## config.mk

```make
export PLATFORM = sky130hd
export DESIGN_NAME = down_ctr
export DESIGN_NICKNAME = d
export VERILOG_FILES = /design/src/rtl/down_ctr_pkg.sv /design/src/rtl/rc_sub_of_one.sv /design/src/rtl/down_ctr.sv
export SDC_FILE = /design/constraint.sdc
export NUM_CORES = 1
export LEC_CHECK = 0
export ABC_AREA = 1
export CORE_AREA = 2 2 39 41
export DETAILED_ROUTE_END_ITERATION = 6
export DIE_AREA = 0 0 41 43
export PLACE_DENSITY = 0.54
export SETUP_SLACK_MARGIN = 0.05
export SYNTH_ARGS = -nofsm -noshare
export SYNTH_HDL_FRONTEND = slang
export SYNTH_HIERARCHICAL = 1
export SYNTH_SLANG_ARGS = --single-unit
```

## constraint.sdc

```tcl
create_clock -name clk_i -period 1.51 [get_ports clk_i]
set_clock_uncertainty 0.1 [all_clocks]
set_input_delay 0.151 -clock clk_i [delete_from_list [all_inputs] [get_ports clk_i]]
set_output_delay 0.151 -clock clk_i [all_outputs]
set_load 0.01 [all_outputs]
```

## src/rtl/down_ctr_pkg.sv

```systemverilog
`default_nettype none
// ============================================================================
// Module   : down_ctr_pkg
// Purpose  : Shared state encoding and width default for the basics-library
//            counters (down_ctr and its incrementing counterpart).
// Revision : 1.0 - initial release
// ============================================================================
package down_ctr_pkg;

  // Counter control states; the encoding is shared with the up-counter.
  typedef enum logic [0:0] {
    STATE_IDLE = 1'b0,
    STATE_RUN  = 1'b1
  } state_t;

  // Default count width used by the library counters.
  localparam int CTR_WIDTH_DEFAULT = 4;

endpackage : down_ctr_pkg
`default_nettype wire

```

## src/rtl/rc_sub_of_one.sv

```systemverilog
`default_nettype none
// ============================================================================
// Module   : rc_sub_of_one
// Purpose  : Combinational ripple-borrow decrement-by-one. borrow_o is the
//            borrow out of the top bit, which is high exactly when i == 0.
// Revision : 1.0 - initial release
// ============================================================================
module rc_sub_of_one #(
  parameter int Width = 4
) (
  input  logic [Width-1:0] i,
  output logic [Width-1:0] result_o,
  output logic             borrow_o
);

  // w_borrow[k] is the borrow into bit k; subtracting one seeds bit 0.
  logic [Width:0] w_borrow;

  assign w_borrow[0] = 1'b1;

  // Each bit flips while a borrow is pending and passes the borrow up
  // only through zero bits.
  for (genvar k = 0; k < Width; k++) begin : g_bit
    assign result_o[k]    = i[k] ^ w_borrow[k];
    assign w_borrow[k+1]  = w_borrow[k] & ~i[k];
  end

  assign borrow_o = w_borrow[Width];

endmodule : rc_sub_of_one
`default_nettype wire

```

## src/rtl/down_ctr.sv

```systemverilog
`default_nettype none
// ============================================================================
// Module   : down_ctr
// Purpose  : Loadable countdown timer. Counts a loaded value down to zero,
//            then returns to IDLE and pulses done_o for one cycle.
// Options  : DOWN_CTR_AUTO_RELOAD_EN - reload the last loaded value instead
//            of stopping at zero, giving a periodic done_o.
// Revision : 1.0 - initial release
// ============================================================================
module down_ctr
  import down_ctr_pkg::*;
#(
  parameter int Width = CTR_WIDTH_DEFAULT
) (
  input  logic             clk_i,
  input  logic             rst_ni,
  input  logic             load_i,
  input  logic [Width-1:0] load_val_i,
  input  logic             start_i,
  input  logic             stop_i,
  output logic [Width-1:0] o,
  output logic             busy_o,
  output logic             done_o
);

  state_t           r_state;
  state_t           w_state_nxt;
  logic [Width-1:0] r_count;
  logic [Width-1:0] w_count_nxt;
  logic             r_done;
  logic             w_done_nxt;
  logic [Width-1:0] w_dec;
  logic             w_is_zero;
  logic             w_at_one;

`ifdef DOWN_CTR_AUTO_RELOAD_EN
  logic [Width-1:0] r_reload;
  logic [Width-1:0] w_reload_nxt;
`endif

  rc_sub_of_one #(
    .Width (Width)
  ) u_dec (
    .i        (r_count),
    .result_o (w_dec),
    .borrow_o (w_is_zero)
  );

  // The count is one exactly when its decrement is zero.
  assign w_at_one = (w_dec == '0);

  // Next-state, next-count and completion pulse; load beats stop beats start.
  always_comb begin
    w_state_nxt = r_state;
    w_count_nxt = r_count;
    w_done_nxt  = 1'b0;
`ifdef DOWN_CTR_AUTO_RELOAD_EN
    w_reload_nxt = r_reload;
`endif
    if (load_i) begin
      w_count_nxt = load_val_i;
      w_state_nxt = STATE_IDLE;
`ifdef DOWN_CTR_AUTO_RELOAD_EN
      w_reload_nxt = load_val_i;
`endif
    end else if (stop_i) begin
      w_state_nxt = STATE_IDLE;
    end else begin
      case (r_state)
        STATE_IDLE: begin
          // Starting from zero would underflow, so it is ignored.
          if (start_i && !w_is_zero) begin
            w_state_nxt = STATE_RUN;
          end
        end
        STATE_RUN: begin
          if (w_is_zero) begin
            // Unreachable in normal operation; never wrap below zero.
            w_state_nxt = STATE_IDLE;
          end else if (w_at_one) begin
            w_done_nxt = 1'b1;
`ifdef DOWN_CTR_AUTO_RELOAD_EN
            w_count_nxt = r_reload;
            w_state_nxt = (r_reload == '0) ? STATE_IDLE : STATE_RUN;
`else
            w_count_nxt = w_dec;
            w_state_nxt = STATE_IDLE;
`endif
          end else begin
            w_count_nxt = w_dec;
          end
        end
        default: w_state_nxt = STATE_IDLE;
      endcase
    end
  end

  // State, count and done registers with synchronous active-low reset.
  always_ff @(posedge clk_i) begin
    if (!rst_ni) begin
      r_state <= STATE_IDLE;
      r_count <= '0;
      r_done  <= 1'b0;
    end else begin
      r_state <= w_state_nxt;
      r_count <= w_count_nxt;
      r_done  <= w_done_nxt;
    end
  end

`ifdef DOWN_CTR_AUTO_RELOAD_EN
  // Reload value captured on every load, cleared by reset.
  always_ff @(posedge clk_i) begin
    if (!rst_ni) begin
      r_reload <= '0;
    end else begin
      r_reload <= w_reload_nxt;
    end
  end
`endif

  assign o      = r_count;
  assign busy_o = (r_state == STATE_RUN);
  assign done_o = r_done;

endmodule : down_ctr
`default_nettype wire
```

After elaboration in Yosys (flattened, before gate mapping)
Index checks and enable logic that the tools add are counted.

storage, ports and cells
  register bits after elaboration = 6
  output and inout bits = 6
  input bits = 9
  logic and storage cells = 33

cells by class
  equality and inequality tests = 2
  bitwise logic cells = 12
  muxes and demuxes = 9
  reduce and logical (&&, ||, !) cells = 7

operator list
  operator              number
  $mux W4               4
  $not A1 Y1            6
  $reduce_or A5 Y1      1
  $logic_not A4 Y1      1
  $mux W1               4
  $ne A2 B2 Y1 const B  2
  $and A1 B1 Y1         3
  $reduce_and A3 Y1     1
  $reduce_or A3 Y1      1
  $xor A1 B1 Y1         3
  $pmux W1 S2           1
  $reduce_bool A2 Y1    1
  $logic_and A1 B1 Y1   1
  $logic_not A1 Y1      1

Longest topological paths before layout
Gate-level depths: netlist of run 1.

  depth in word-level cells = 8
  gate-level depth with buffers = 9
  gate-level depth less buffers = 9

By module
Netlist of run 1, hierarchy kept.

modules (own cells, without submodules)
  module         seq. area each (um^2)  area an instance (um^2)  cells an instance  instances
  down_ctr       120.1                  281.5                    43                 1
  rc_sub_of_one  0.0                    63.8                     10                 1

Least setup slack after synthesis of run 1
Ideal clock, no wire load.

  kind = reg-to-reg
  from = register r_count[0], in the netlist o[0]
  to = register r_count[1], in the netlist o[1]
  library setup time = 0.070 ns
  clock period less this slack = 1.621 ns
  arrival time = 1.451 ns
  cell stages (with the launch flop) = 10
  slack = -0.111 ns
  buffers on the path = 0
  cell sequence = dfxtp_1 -> inv_1 -> ha_1 -> ha_1 -> ha_1 -> nor2_1 -> nand2_2 -> nand2_2 -> nand2_1 -> a21oi_1

between the ends
  cells in the longest elaborated chain, start to end = 6
  elaborated cells on any way between the ends = 11
  those cells by class = eq/ne: 1; mux: 4; bitwise: 5; reduce/logical: 1

RTL lines
  item                                line                 text
  from (decl)                         down_ctr.sv:28       logic [Width-1:0] r_count;
  from (signal assigned)              down_ctr.sv:106      r_count <= w_count_nxt;
  $not A1 Y1                          --
  net w_dec[0]                        down_ctr.sv:32       logic [Width-1:0] w_dec;
  $and A1 B1 Y1 (3 in series)         rc_sub_of_one.sv:25  assign w_borrow[k+1] = w_borrow[k] & ~i[k];
  net w_is_zero                       down_ctr.sv:33       logic w_is_zero;
  $ne A2 B2 Y1 (no source line)       --
  $reduce_and A3 Y1 (no source line)  --

The timed path passes the listed nets, and every way through them passes these cells. The select of a mux whose other input is x is not followed.
A chain may end at the register's enable or synchronous reset.

Worst setup path after layout of run 1
  from = register r_count[0], in the netlist o[0]
  to = register r_state, in the netlist busy_o

between the ends
  cells in the longest elaborated chain, start to end = 8
  elaborated cells on any way between the ends = 14
  those cells by class = mux: 4; bitwise: 7; reduce/logical: 3

RTL lines
  item                         line                 text
  $not A1 Y1                   --
  net w_dec[0]                 down_ctr.sv:32
  $and A1 B1 Y1 (2 in series)  rc_sub_of_one.sv:25
  $xor A1 B1 Y1                rc_sub_of_one.sv:24  assign result_o[k] = i[k] ^ w_borrow[k];
  net w_dec[3]                 down_ctr.sv:32
  $logic_not A4 Y1             down_ctr.sv:50       assign w_at_one = (w_dec == '0);
  $mux W1                      down_ctr.sv:80       end else if (w_at_one) begin
  $mux W1                      down_ctr.sv:77       if (w_is_zero) begin
  $pmux W1 S2                  down_ctr.sv:69       case (r_state)
  to (signal assigned)         down_ctr.sv:105      r_state <= w_state_nxt;
  to (decl)                    down_ctr.sv:26       state_t r_state;

The timed path passes the listed nets, and every way through them passes these cells.

==> results of run 1 <==
state kept, by name, indices dropped and copies added (netlist names):
register / count
done_o: 1
busy_o: 1
o: 4
layer usage:
| metal | part of all wire, % | up-vias |
|---|---|---|
| met3 | 6.4 | 0 |
| met5 | 0 | - |
| met2 | 50 | 13 |
| li1 | - | 205 |
| met1 | 43 | 171 |
| met4 | 0 | 0 |
path summary, 6_finish.rpt:
kind                                   startpoint                end  slack (ns)  cells past startpoint
worst max-delay path            o[0]$_SDFFE_PN0P_  busy_o$_SDFF_PP0_        0.03                      9
worst min-delay path                      start_i  busy_o$_SDFF_PP0_        0.40                      3
worst max register to register  o[0]$_SDFFE_PN0P_  busy_o$_SDFF_PP0_        0.03                      9
worst min register to register  o[3]$_SDFFE_PN0P_  o[3]$_SDFFE_PN0P_        0.41                      2
stage by stage:
stage	setup WS, ns	instances	instance area [um^2]	util, %
after floorplan	0.00739	53	388	-
after global placement	-0.0335	86	571	41.2
after detailed placement	-0.0304	86	571	41.2
after CTS	-0.00418	89	603	43.6
after global routing	-0.0538	89	626	45.2
final	0.0300	89	626	45.2
logic make-up (layout without fill, tap and decap cells):
kind of cell    Yosys count  in the layout  synth area share, %
simple gates             26             26                 32.6
buf+inv                  12             32                 13.0
compound gates            6              6                 8.70
flops                     6              6                 34.8
fa+ha+maj                 3              3                 10.9
critical path: cells and delay by family, from the launching register on:
family	cells	cell delay, ns
adder cells (fa/ha/maj)	3	0.55
buffers and inverters	2	0.09
flip-flops	1	0.32
AND/OR/NAND/NOR	4	0.30
cell usage in the layout (no fill, tap or decap), drive strengths merged:
| cell | n |
|---|---|
| buf | 3 |
| inv | 12 |
| a21oi | 4 |
| ha | 3 |
| nor2 | 4 |
| dlymetal6s2s | 2 |
| nand2 | 14 |
| nand3 | 6 |
| clkbuf | 3 |
| clkdlybuf4s50 | 12 |
| o21ai | 2 |
| nor3 | 2 |
| dfxtp | 6 |
timing repair:
item,4_1_cts,5_1_grt
gates resized for setup,2,6
pin swaps,2,1
endpoints found under the setup margin,6,9
cell type report:
cell class / instances / area share [%]
sequential: 6 / 19.6
tap: 16 / 3.20
inverter: 12 / 7.20
multi-input combinational: 35 / 39.6
timing repair buffer: 17 / 26.8
clock buffer: 3 / 3.60
power by group through the flow:
stage,clock network (mW),registers (mW),logic (mW)
6_report,0.145,0.176,0.154
5_1_grt,0.160,0.177,0.175
4_1_cts,0.149,0.176,0.151
3_5_place_dp,0,0.179,0.143
3_3_place_gp,0,0.179,0.144
2_1_floorplan,0,0.182,0.0779
==> key figures, run 1 <==
Status
  • Status: completed

GRT
  • Initial antenna violation count: 0
  • Gr usage total: a little under an eighth
  • Grt total ovfl: 0
  • Vias in the first global route: around 360
  • M1 GR Usage: 12.5%
  • Grt met2 use: between 10% and 20%
  • Largest net degree at the start of global routing: 9
  • First-pass GRT wire length: approximately 1400 um
  • GRT busiest layer: met2
  • Grt met3 use: between 6 and 7%

STA
  • Min Hold Slack: about 0.40 ns
  • Min cycle time layout: 1.48 ns
  • Period utilisation layout: between 90 and 100%
  • Hold Fails Final Rpt: 0
  • Setup TNS: 0 ns
  • Final setup fails: 0
  • Relative slew slack: a little over four fifths
  • Fmax: between 0.6 and 0.7 GHz
  • RSZ-0062 raised after global routing: true
  • Max Slew Vio Count: 0
  • Worst Max-Slew Pin Slew: between 0.2 and 0.25 ns

Power
  • P_sw: between 0.1 and 0.15 mW
  • Flop pwr share: 37.0%
  • Combinational share of power: 32.5%
  • Power Density: 760 nW/um^2
  • Clock network power share: a little under a third
  • Switching part of the total: between 20% and 30%
  • Pwr Total: ~0.48 mW
  • Max VDD drop: 349 uV
  • Lkg Pwr: 0.296 nW
  • Pint: roughly 0.34 mW

Placed design
  • Port bufs: 14
  • Dpl hpwl: between 600 and 700 um
  • GP Congestion: 0.772

Logic synthesis
  • Most common cell in the netlist: nand2_1
  • Syn Nets: between 60 and 70
  • Mapped Cells: 53
  • Primary FF master, synth: dfxtp_1
  • Area share of the largest cell type after synthesis: a little over a third
  • Synth area leaders: dfxtp_1 (35%), nand2_1 (13%), inv_1 (12%), ha_1 (11%), nand3_1 (8.7%)
  • FFs w/ async S/R, synth: 0%
  • Top post-synthesis cells by count: nand2_1 (12), inv_1 (11), dfxtp_1 (6), nand3_1 (6)
  • Largest area contributor in the netlist: dfxtp_1
  • Synthesized cell area: between 300 and 400 um^2
  • Avg Inst Size Synth: 6.52 um^2
  • Yosys warning total: 6
  • FF+latch count, synth: 6
  • Fraction of the yosys area taken by sequential cells: around a third
  • Yosys cell types: 11
  • Post-synth EDFFs: 0

CTS
  • Htree depth: 1
  • # hold bufs at CTS: 0
  • Root Driver: clkbuf_4
  • Total CTS buffers: 3
  • Post-CTS setup buffer count: 0
  • Clock Latency Late Sink: 0.24 ns
  • CTS Buffer Depth: 2
  • CTS tree: yes
  • CTS clock-pin slew for the worst setup and hold paths: around 0.040 ns
  • CTS Sinks: 6

Cells and area
  • Number of fill cells in the layout: 152
  • Synth-to-Final Area Change: 81.2%
  • # diodes: 0
  • Multi-input logic area: approximately 250 um^2
  • Layout cells sized above 1: about 29%
  • Reg area: approximately 120 um^2
  • Final Net Count: 87

Die
  • FP Rows: 14
  • I/O pins: 15
  • Initial Util: roughly a quarter
  • Core area: 1380 um^2
  • Die Wd: between 40 and 50 um
  • Die Ht: 43 um
  • Die Area: around 1800 um^2

Setup path
  • CP peak stage delay: between 0.3 and 0.4 ns
  • WP data required: 1.54 ns
  • Max FO, Critical Path: 2
  • Slowest CP cell: dfxtp_2
  • CP most frequent cell: ha_4
  • Crit path DAT: between 1.5 and 2 ns
  • CP Capture Type: flip-flop
  • Kind of critical path: flip-flop to flip-flop
  • Sequence of cells on the critical path: inv_2, ha_4, ha_4, ha_4, inv_2, nor2_4, nand3_2, nor2_1, nor3_1
  • Startpoint types: flip-flop

Routing
  • DR vias: between 300 and 400
  • First-pass detailed-route iteration total: 4
  • Final antenna-violating net count: 0
  • DR WL/cell: approximately 9.1 um
  • Vias/cell: 4.37
  • # DRC: 0
  • Final WL: 810 um
  • DR iter-0 viols: 7

Run
  • Max Cap Viol: 0

Hold path
  • Hold Crit Class: primary input to flip-flop
No activity file was read; power rests on OpenSTA's default activity.
==> run 2, diff against run 1 <==
Settings changed: CAP_MARGIN set to 20, TNS_END_PERCENT set to 5.
==> key figures, run 2 (synthesis gave the netlist of run 1 again) <==
Status
  • Status: finished with violations
  • Violations in the final reports: setup timing

STA
  • Max Slew Vio Count: 0
  • Relative slew slack: around 83%
  • Min cycle time layout: around 1.5 ns
  • Fin worst setup slack: -0.0126 ns
  • Min Hold Slack: around 0.38 ns
  • Final setup fails: 1
  • Worst Max-Slew Pin Slew: ~0.25 ns
  • Fmax: roughly 0.66 GHz
  • Period utilisation layout: 101%
  • RSZ-0062 raised after global routing: true
  • Hold Fails Final Rpt: 0

CTS
  • Htree depth: 1
  • Root Driver: clkbuf_4
  • CTS tree: yes
  • Clock Latency Late Sink: between 0.2 and 0.3 ns
  • CTS Sinks: 6
  • CTS Buffer Depth: 2
  • Total CTS buffers: 3
  • CTS clock-pin slew for the worst setup and hold paths: ~0.050 ns

Placed design
  • GP Congestion: about 0.8
  • Dpl hpwl: a little under 700 um
  • Port bufs: 14
  • Placed cells: 87

Setup path
  • CP Capture Type: flip-flop
  • WP data required: between 1.5 and 2 ns
  • Startpoint types: flip-flop
  • Kind of critical path: flip-flop to flip-flop
  • Max FO, Critical Path: 2
  • Crit path DAT: between 1.5 and 2 ns
  • R2R cell count: 9

Die
  • Die Wd: around 41 um
  • Die Ht: ~43 um
  • I/O pins: 15
  • FP Rows: 14
  • Core area: ~1400 um^2
  • Initial Util: 25.0%
  • Die Area: approximately 1800 um^2

Cells and area
  • # diodes: 0
  • Final Net Count: 88
  • Post-Layout Cell Count: 90
  • Most frequent cells in the layout: nand2_1 (12), clkdlybuf4s50_1 (12), inv_1 (8)
  • Fin util: between 40% and 50%
  • Layout cells sized above 1: between 20% and 30%
  • Synth-to-Final Area Change: 83.3%
  • Max FFs per register: 4

GRT
  • Gr usage total: a little under an eighth
  • GRT busiest layer: met1
  • M1 GR Usage: between 15 and 20%
  • Vias in the first global route: 347
  • Grt met2 use: 15.6%
  • Grt total ovfl: 0
  • First-pass GRT wire length: ~1400 um
  • Largest net degree at the start of global routing: 9
  • Initial antenna violation count: 0
  • Grt met3 use: between 3 and 4%

Run
  • Max Cap Viol: 0

Hold path
  • Hold Crit Class: primary input to flip-flop
  • Hold Path Stages: 3

Routing
  • DR vias: approximately 380
  • DR WL/cell: ~9.6 um
  • # DRC: 0
  • DR iter-0 viols: 9
  • First-pass detailed-route iteration total: 3
  • Vias/cell: between 4 and 5
  • Final WL: 867 um
  • Final antenna-violating net count: 0

Power
  • Max VDD drop: roughly 350 uV
  • Lkg Pwr: approximately 0.30 nW
  • Power Density: ~800 nW/um^2
[run 2: cell type report]
type / instances / area (um^2)
multi-input cells: 35 / 248
well taps: 16 / 20.0
repair buffers: 18 / 175
flip-flops and latches: 6 / 123
clock buffers: 3 / 22.5
fillers: 155 / 751
inverters: 12 / 45.0
[run 2: per-stage QoR]
step | cell area [um^2] | setup WS, ns | setup TNS, ns | power, mW
floorplan | 388 | 0.00164 | 0 | 0.257
global placement | 578 | -0.0163 | -0.0177 | 0.328
detailed placement | 578 | -0.0163 | -0.0495 | 0.329
CTS | 606 | -0.0157 | -0.0329 | 0.493
global route | 633 | -0.114 | -0.308 | 0.528
finish | 633 | -0.0126 | -0.0126 | 0.497
[run 2: worst max-delay path, cell delays in order, from the launching register on]
cell,delay [ns]
dfxtp_2,0.33
inv_2,0.05
ha_4,0.16
ha_4,0.16
ha_4,0.25
inv_2,0.03
nor2_1,0.07
nand3_1,0.11
nor2_1,0.11
nor3_1,0.06
[run 2: report_power, final]
group          switching, mW  internal, mW  total [mW]
Sequential           0.00612         0.168       0.174
Clock                 0.0689        0.0907       0.160
Combinational         0.0729        0.0900       0.163
Total                  0.148         0.349       0.497
[run 2: path summary, 6_finish.rpt]
kind,start,end,slack [ns]
worst min register to register,o[2]$_SDFFE_PN0P_,o[2]$_SDFFE_PN0P_,0.39
worst min-delay path,start_i,busy_o$_SDFF_PP0_,0.38
worst max register to register,o[0]$_SDFFE_PN0P_,busy_o$_SDFF_PP0_,-0.01
worst max-delay path,o[0]$_SDFFE_PN0P_,busy_o$_SDFF_PP0_,-0.01
[run 2: repair_timing]
item	CTS	global route
endpoints found under the setup margin	6	9
hold buffers	0	0
pin swaps	8	1
gates resized for setup	2	7
buffers inserted	0	0
[run 2: metal layers]
metal  share of wire [%]  up-vias
li1                    -      208
met1                  48      156
met2                  45       11
met3                 5.1        3
met4                 1.8        0
met5                   0        -
==> run 3, diff against run 2 <==
Settings changed: PLACE_DENSITY 0.54 to 0.52.
Clock period 1.51 ns to 1.7 ns, I/O delays scaled along.
==> key figures, run 3 (synthesis gave the netlist of run 1 again) <==
Routing
  • DR iter-0 viols: 6
  • DR vias: roughly 400
  • Final WL: roughly 940 um
  • First-pass detailed-route iteration total: 4
  • Vias/cell: around 4.3
  • DR WL/cell: between 10 and 15 um
  • Final antenna-violating net count: 0
  • # DRC: 0

Run
  • Max Cap Viol: 0

Hold path
  • Hold Crit Class: primary input to flip-flop
  • Hold Path Stages: 3

CTS
  • CTS Buffer Depth: 2
  • CTS clock-pin slew for the worst setup and hold paths: ~0.05 ns
  • Root Driver: clkbuf_4
  • Htree depth: 1
  • Total CTS buffers: 3
  • Clock Latency Late Sink: about 0.25 ns
  • # hold bufs at CTS: 0
  • CTS Sinks: 6
  • CTS tree: yes

STA
  • Min Hold Slack: 0.395 ns
  • RSZ-0062 raised after global routing: false
  • Max Slew Vio Count: 0
  • Relative slew slack: between 80% and 90%
  • Hold Fails Final Rpt: 0
  • Min cycle time layout: about 1.6 ns
  • Fmax: 0.643 GHz
  • Period utilisation layout: approximately 91%
  • Fin worst setup slack: between 0.1 and 0.15 ns
  • Final setup fails: 0
  • Worst Max-Slew Pin Slew: about 0.24 ns
  • Setup TNS: 0 ns

Cells and area
  • Most common cell after layout, fill and taps aside: clkdlybuf4s50_1
  • Fin util: 43.9%
  • Synth-to-Final Area Change: 76.1%
  • Final Net Count: 89
  • Layout cells sized above 1: roughly 25%
  • Most frequent cells in the layout: clkdlybuf4s50_1 (14), nand2_1 (12), inv_1 (9)
  • # diodes: 0
  • Max FFs per register: 4

Die
  • Initial Util: between 20% and 30%
  • I/O pins: 15
  • Core area: approximately 1400 um^2
  • Die Area: 1760 um^2
  • Die Ht: 43 um
  • FP Rows: 14
  • Die Wd: between 40 and 50 um

Placed design
  • Port bufs: 14
  • GP Congestion: around 0.76
  • Worst slack, placed: 0.0636 ns
  • Dpl hpwl: ~700 um

Power
  • Max VDD drop: 263 uV
  • Power Density: 702 nW/um^2
  • Lkg Pwr: around 0.26 nW

GRT
  • Initial antenna violation count: 0
  • Largest net degree at the start of global routing: 9
  • Gr usage total: about an eighth
  • First-pass GRT wire length: around 1500 um
  • Vias in the first global route: 362
  • Grt total ovfl: 0

Setup path
  • Kind of critical path: flip-flop to primary output
  • Startpoint types: flip-flop
  • Crit path DAT: ~1.3 ns
  • Max FO, Critical Path: 2
  • R2R cell count: 9
  • WP data required: approximately 1.4 ns
  • CP Capture Type: primary output

Status
  • Status: completed
-- run 3: cell types whose count changed in the layout (fill, tap and decap cells not counted), sizes merged --
cell / delta
dlymetal6s2s: -2
clkdlybuf4s50: +2
buf: +1
-- run 3: final cells by class --
class                   instances  area (um^2)
repair buffers                 19          178
inverters                      12         45.0
clock buffers                   3         22.5
multi-input cells              35          220
fillers                       147          776
well taps                      16         20.0
flip-flops and latches          6          123
-- run 3: path summary, 6_finish.rpt --
kind / slack [ns] / start / endpoint
max: 0.15 / o[1]$_SDFFE_PN0P_ / o[1]
min reg2reg: 0.41 / o[2]$_SDFFE_PN0P_ / o[2]$_SDFFE_PN0P_
min: 0.40 / start_i / busy_o$_SDFF_PP0_
max reg2reg: 0.15 / o[0]$_SDFFE_PN0P_ / busy_o$_SDFF_PP0_
-- run 3: routing by layer --
metal,GRT usage [%],vias to the layer above,routed length [um]
met2,19.4,10,453
met4,10.0,0,10
met3,3.14,2,36
li1,-,210,-
met5,0,-,0
met1,15.5,167,440
-- run 3: worst max-delay path: stages, from the launching register on --
cell and delay (ns):
dfxtp_2 0.33, buf_4 0.10, buf_4 0.09, clkdlybuf4s50_1 0.52
-- run 3: what timing repair did --
item | in CTS | in global routing
buffers inserted | 0 | 2
resized for setup | 0 | 10
setup endpoints to repair | 0 | 6
-- run 3: power breakdown --
group	switching (mW)	total [mW]	internal, mW
Combinational	0.0614	0.137	0.0759
Sequential	0.00598	0.156	0.150
Clock	0.0538	0.134	0.0800
-- run 3: per-stage QoR --
stage | area, um^2 | cells | power (mW)
detailed placement | 528 | 86 | 0.267
global placement | 528 | 86 | 0.267
finish | 608 | 91 | 0.427
CTS | 551 | 89 | 0.404
global route | 608 | 91 | 0.463
floorplan | 345 | 53 | 0.210
